[src/rtl/mod_symbol_sched.sv]
// mod_symbol_sched
// ----------------
// Symbol scheduler for a simple ASK/FSK/PSK modulator. Accepts one data bit
// per symbol over a valid/ready handshake. It encodes the bit, together with
// the mode latched at that handshake, into a 10-bit control word for the
// downstream datapath register. Each word is held for exactly SYM_CYCLES
// clocks. If no bit is offered when a symbol ends, the block drives a zero
// word and drops back to idle. It also flags an underrun when that happens
// while enabled.
//
// Ports
//   clk         rising-edge clock
//   reset       synchronous, active-high; wins over everything
//   enable      permits acceptance of new bits
//   mode[1:0]   00 ASK, 01 FSK, 10 PSK, 11 reserved (encodes to 0)
//   bit_valid   bit_data is offered
//   bit_data    data bit to modulate
//   bit_ready   block accepts a bit this cycle (combinational)
//   ctrl_word   registered control word, changes only with ctrl_load
//   ctrl_load   registered one-cycle strobe marking a new ctrl_word
//   sym_active  registered, high while a symbol is in progress
//   underrun    registered one-cycle pulse: symbol ended with no bit ready
//
// SYM_CYCLES must lie in 2..65535; the hold counter is reloaded with
// SYM_CYCLES-2 and would wrap for smaller values.

module mod_symbol_sched #(
  parameter int unsigned SYM_CYCLES = 100,
  parameter logic [9:0]  FREQ0      = 10'd32,
  parameter logic [9:0]  FREQ1      = 10'd64,
  parameter logic [9:0]  PHASE_PI   = 10'd512,
  parameter logic [9:0]  AMP_ON     = 10'd1023
) (
  input  logic       clk,
  input  logic       reset,
  input  logic       enable,
  input  logic [1:0] mode,
  input  logic       bit_valid,
  input  logic       bit_data,
  output logic       bit_ready,
  output logic [9:0] ctrl_word,
  output logic       ctrl_load,
  output logic       sym_active,
  output logic       underrun
);

  localparam logic [1:0] ST_IDLE = 2'd0;
  localparam logic [1:0] ST_LOAD = 2'd1;
  localparam logic [1:0] ST_HOLD = 2'd2;

  localparam logic [1:0] MODE_ASK = 2'b00;
  localparam logic [1:0] MODE_FSK = 2'b01;
  localparam logic [1:0] MODE_PSK = 2'b10;

  // LOAD is the first cycle of a symbol and the final HOLD cycle (cnt==0) is
  // the last. The remaining SYM_CYCLES-2 cycles are counted down in HOLD.
  localparam logic [15:0] CNT_RELOAD = 16'(SYM_CYCLES - 2);

  logic [1:0]  state_q,      state_d;
  logic [15:0] cnt_q,        cnt_d;
  logic        bit_q,        bit_d;
  logic [1:0]  mode_q,       mode_d;
  logic [9:0]  ctrl_word_q,  ctrl_word_d;
  logic        ctrl_load_q,  ctrl_load_d;
  logic        sym_active_q, sym_active_d;
  logic        underrun_q,   underrun_d;

  logic        sym_end;
  logic        handshake;

  function automatic logic [9:0] encode(input logic b, input logic [1:0] m);
    logic [9:0] w;
    w = 10'd0;
    case (m)
      MODE_ASK: w = b ? AMP_ON   : 10'd0;
      MODE_FSK: w = b ? FREQ1    : FREQ0;
      MODE_PSK: w = b ? PHASE_PI : 10'd0;
      default:  w = 10'd0;
    endcase
    return w;
  endfunction

  // Last cycle of a symbol: the only point besides IDLE where a new bit can
  // be taken, which keeps back-to-back symbols exactly SYM_CYCLES apart.
  assign sym_end   = (state_q == ST_HOLD) && (cnt_q == 16'd0);
  assign bit_ready = !reset && enable && ((state_q == ST_IDLE) || sym_end);
  assign handshake = bit_valid && bit_ready;

  always_comb begin
    state_d      = state_q;
    cnt_d        = cnt_q;
    bit_d        = bit_q;
    mode_d       = mode_q;
    ctrl_word_d  = ctrl_word_q;
    ctrl_load_d  = 1'b0;
    sym_active_d = sym_active_q;
    underrun_d   = 1'b0;

    if (handshake) begin
      // The word is encoded from the incoming bit/mode at the handshake edge
      // so that it is already on ctrl_word during the LOAD cycle, one cycle
      // after the handshake. The latched copies then govern the rest of the
      // symbol, which is what makes mid-symbol mode changes invisible.
      state_d      = ST_LOAD;
      bit_d        = bit_data;
      mode_d       = mode;
      ctrl_word_d  = encode(bit_data, mode);
      ctrl_load_d  = 1'b1;
      sym_active_d = 1'b1;
    end else begin
      case (state_q)
        ST_IDLE: begin
          sym_active_d = 1'b0;
        end
        ST_LOAD: begin
          state_d      = ST_HOLD;
          cnt_d        = CNT_RELOAD;
          ctrl_word_d  = encode(bit_q, mode_q);
          sym_active_d = 1'b1;
        end
        ST_HOLD: begin
          if (cnt_q != 16'd0) begin
            cnt_d        = cnt_q - 16'd1;
            ctrl_word_d  = encode(bit_q, mode_q);
            sym_active_d = 1'b1;
          end else begin
            // Symbol over with nothing to follow: blank the output. It is
            // an underrun only if we were willing to take a bit.
            state_d      = ST_IDLE;
            ctrl_word_d  = 10'd0;
            ctrl_load_d  = 1'b1;
            sym_active_d = 1'b0;
            underrun_d   = enable;
          end
        end
        default: begin
          state_d      = ST_IDLE;
          sym_active_d = 1'b0;
        end
      endcase
    end
  end

  always_ff @(posedge clk) begin
    if (reset) begin
      state_q      <= ST_IDLE;
      cnt_q        <= 16'd0;
      bit_q        <= 1'b0;
      mode_q       <= 2'b00;
      ctrl_word_q  <= 10'd0;
      ctrl_load_q  <= 1'b0;
      sym_active_q <= 1'b0;
      underrun_q   <= 1'b0;
    end else begin
      state_q      <= state_d;
      cnt_q        <= cnt_d;
      bit_q        <= bit_d;
      mode_q       <= mode_d;
      ctrl_word_q  <= ctrl_word_d;
      ctrl_load_q  <= ctrl_load_d;
      sym_active_q <= sym_active_d;
      underrun_q   <= underrun_d;
    end
  end

  assign ctrl_word  = ctrl_word_q;
  assign ctrl_load  = ctrl_load_q;
  assign sym_active = sym_active_q;
  assign underrun   = underrun_q;

endmodule
[config.mk]
export PLATFORM = sky130hd
export DESIGN_NAME = mod_symbol_sched
export DESIGN_NICKNAME = d
export VERILOG_FILES = /design/src/rtl/mod_symbol_sched.sv
export SDC_FILE = /design/constraint.sdc
export NUM_CORES = 1
export LEC_CHECK = 0
export ABC_AREA = 1
export CAP_MARGIN = 20
export CORE_AREA = 2 2 64 66
export DETAILED_ROUTE_END_ITERATION = 16
export DIE_AREA = 0 0 66 68
export PLACE_DENSITY_LB_ADDON = 0.12
export SYNTH_ARGS = -nofsm -noshare
export SYNTH_HDL_FRONTEND = slang
export SYNTH_SLANG_ARGS = --single-unit
[constraint.sdc]
create_clock -name clk -period 1.5 [get_ports clk]
set_clock_uncertainty 0.1 [all_clocks]
set_input_delay 0.45 -clock clk [delete_from_list [all_inputs] [get_ports clk]]
set_output_delay 0.45 -clock clk [all_outputs]
set_load 0.1 [all_outputs]
==> impl_metrics.env <==
export IMPL_outcome="finished with violations"
export IMPL_violations="negative setup slack"
export IMPL_holdWs_ns=0.395
export IMPL_end_kind="output pin"
export IMPL_gr_total_overflow=0
export IMPL_wl_met3_um=91
export IMPL_setup_ws_ns=-0.527
export IMPL_drv_slew=0
export IMPL_numCtsBuffers=3
export IMPL_cp_start_kind="register"
export IMPL_arrival_ns=1.48
export IMPL_cp_slowest_cell="dfxtp_2"
export IMPL_mappedNetlistArea_um2=1820
export IMPL_path_delay_family="flip-flops"
export IMPL_cts_tree="done"
export IMPL_syn_avg_cell_area_um2=6.65
export IMPL_drcViolationCount=0
export IMPL_grt_pass1_vias=1975
export IMPL_io_pins=21
export IMPL_critPathKind="reg -> out"
export IMPL_tightest_slew_ns=0.373
export IMPL_cts_root_buf="clkbuf_8"
export IMPL_fin_nets=358
export IMPL_synth_warnings=0
export IMPL_grt_pass1_wl_mm=8.02
export IMPL_wirelength_mm=4.87
export IMPL_synth_common_cells="70 x nand2_1, 43 x nor2_1, 33 x inv_1"
export IMPL_die_h_um=68
export IMPL_drive_gt1_share_pct=37.7
export IMPL_synth_most_common_cell="nand2_1"
export IMPL_cts_clk_slew_worst_paths_ns=0.10
export IMPL_coreArea_um2=3860
export IMPL_grt_max_degree=16
export IMPL_yosys_area_top_type="dfxtp_1"
export IMPL_clock_fmax_ghz=0.493
export IMPL_reg2reg_depth=12
export IMPL_place_gp_congestion=0.833
export IMPL_setup_viol=34
export IMPL_cp_slowest_stage_delay_ns=0.34
export IMPL_ys_seq_area_share_pct=30.7
export IMPL_route_met2_wl_mm=2.72
export IMPL_synthTopCellsByArea="dfxtp_1 31%, nand2_1 14%, nor2_1 8.9%"
export IMPL_met1_length_mm=1.98
export IMPL_syn_nets=286
export IMPL_final_area_um2=2800
export IMPL_cts_sinks=28
export IMPL_leakage_uw=0.00137
export IMPL_final_util_pct=72.7
export IMPL_rows=23
export IMPL_p_per_area_nw_per_um2=805
export IMPL_antenna_found_initial=0
export IMPL_via_count=1959
export IMPL_drt_first_iter_violations=94
export IMPL_via_per_inst=4.96
export IMPL_fin_crit_sh_pct=135
export IMPL_initial_core_util_pct=47.3
export IMPL_report_final_hold_viol_count=0
export IMPL_die_w_um=66
export IMPL_n_antenna_cell=0
export IMPL_multi_input_area_um2=1160
export IMPL_peakVddDrop_uv=530
export IMPL_cp_required_ns=0.95
export IMPL_synth_async_reset_ratio_pct=0
export IMPL_top_layer="met4"
export IMPL_ys_flop_type="dfxtp_1"
export IMPL_critPathMaxFanout=2
export IMPL_grt_usage_pct=23.1
export IMPL_wl_per_cell_um=12.3
export IMPL_worst_path_buf_inv=2
export IMPL_fillers=340
export IMPL_firstDrtPassIters=4
export IMPL_seq_area_um2=572
export IMPL_max_cap_violations=0
export IMPL_worst_hold_path_type="reg -> reg"
export IMPL_die_area_um2=4490
export IMPL_synth_top_area_share_pct=30.7
export IMPL_whs_path_depth=2
export IMPL_placed_cell_area_um2=2570
export IMPL_path_cells="inv_2, ha_4, nand2_4, nor2_4, nand3_4, a21oi_4, buf_12"
export IMPL_syn_inst=274
export IMPL_relSlewSlack_pct=75.1
export IMPL_synth_distinct_cells=36
export IMPL_ys_ff_latch=28
export IMPL_rsz0062_at_grt="yes"
export IMPL_synthToLayoutAreaGrowth_pct=53.7
export IMPL_setup_tns_ns=-6.37
export IMPL_htree_levels=1
export IMPL_clockBufferDepth=2
export IMPL_place_ws_ns=-0.561
export IMPL_dpl_hpwl_mm=3.47
export IMPL_cp_depth=7
export IMPL_ant_nets=0
export IMPL_portBuffers=20
export IMPL_synth_edf_count=0
export IMPL_final_min_clock_period_ns=2.03
export IMPL_clk_latency_ns=0.28
[worst register-to-register path, cell delays in order (launching register included)]
cell       delay [ns]
dfxtp_2          0.34
inv_2            0.07
ha_4             0.14
nand2_4          0.06
nor2_4           0.11
nand3_4          0.09
buf_4            0.16
buf_4            0.13
o311ai_4         0.09
clkbuf_16        0.24
nand2_1          0.05
nand2_1          0.05
nor2_1           0.04
[where the power goes]
part           internal, uW  leakage (uW)  switching (uW)  total (uW)
registers               779      0.000231            42.6         821
clock network           191     0.0000228             249         440
logic                   426       0.00112             567         993
[layout make-up]
type,count,share of cell area [%]
Tap cell,50,2.23
Timing Repair Buffer,81,29.6
Sequential cell,28,20.4
Multi-Input combinational cell,197,41.5
Inverter,35,4.69
Clock buffer,4,1.61
[path summary, 6_finish.rpt]
kind,start,end,slack [ns]
max,cnt_q[1]$_SDFFE_PP0P_,bit_ready,-0.53
min,mode_q[1]$_SDFFE_PP0P_,mode_q[1]$_SDFFE_PP0P_,0.39
max reg2reg,cnt_q[1]$_SDFFE_PP0P_,cnt_q[15]$_SDFFE_PP0P_,-0.27
min reg2reg,mode_q[1]$_SDFFE_PP0P_,mode_q[1]$_SDFFE_PP0P_,0.39
[cells by family (layout without fill, tap and decap cells)]
kind of cell	count (synthesis)	after routing	synth area share (%)
and+or+nand+nor	144	144	34.4
buffers and inverters	49	120	13.2
AOI/OAI and AO/OA	41	41	14.8
DFF	28	28	30.7
xor gates and xnor gates	7	7	3.36
adders and majority gates	5	5	3.43
[per-layer routing]
| metal | vias to the layer above | global-route usage, % |
|---|---|---|
| met5 | - | 0 |
| met4 | 0 | 7.40 |
| met3 | 8 | 2.63 |
| met2 | 27 | 46.8 |
| met1 | 922 | 24.7 |
| li1 | 1002 | - |
[through the flow]
stage,power [uW],cells
2_1_floorplan,1410,274
3_3_place_gp,1730,384
3_5_place_dp,1740,384
4_1_cts,2230,394
5_1_grt,2370,395
6_report,2260,395
[what timing repair did]
action	in CTS	in global routing
resized for setup	21	21
buffers inserted	5	1
endpoints found under the setup margin	35	36
pin swaps	9	5
hold buffers	0	0
cloned	1	0
[state kept, by name (all words and copies together), names as in the netlist]
| signal | cells |
|---|---|
| sym_active | 1 |
| bit_q | 1 |
| mode_q | 2 |
| state_q | 2 |
| cnt_q | 16 |
| underrun | 1 |
| ctrl_word | 4 |
| ctrl_load | 1 |
[placed cells by master, fill, tap and decap left out, types with 2 or more instances in the layout]
master and count:
nand2_1 61, buf_4 58, nor2_1 36, inv_1 29
dfxtp_1 21, a21oi_1 18, buf_12 15, nand3_1 13
nor2_4 8, nand2_2 8, inv_2 6, dfxtp_2 6
xor2_1 5, a21oi_2 5, nor2_2 4, o21ai_0 4
clkdlybuf4s50_1 4, nand2_4 3, nand4_1 3, ha_1 3
clkbuf_8 3, nand3_4 2, nor3_1 2, o311ai_0 2
o21ai_2 2, o21ai_1 2, xnor2_1 2, dlygate4sd2_1 2
Power figures use the tool's default switching activity.
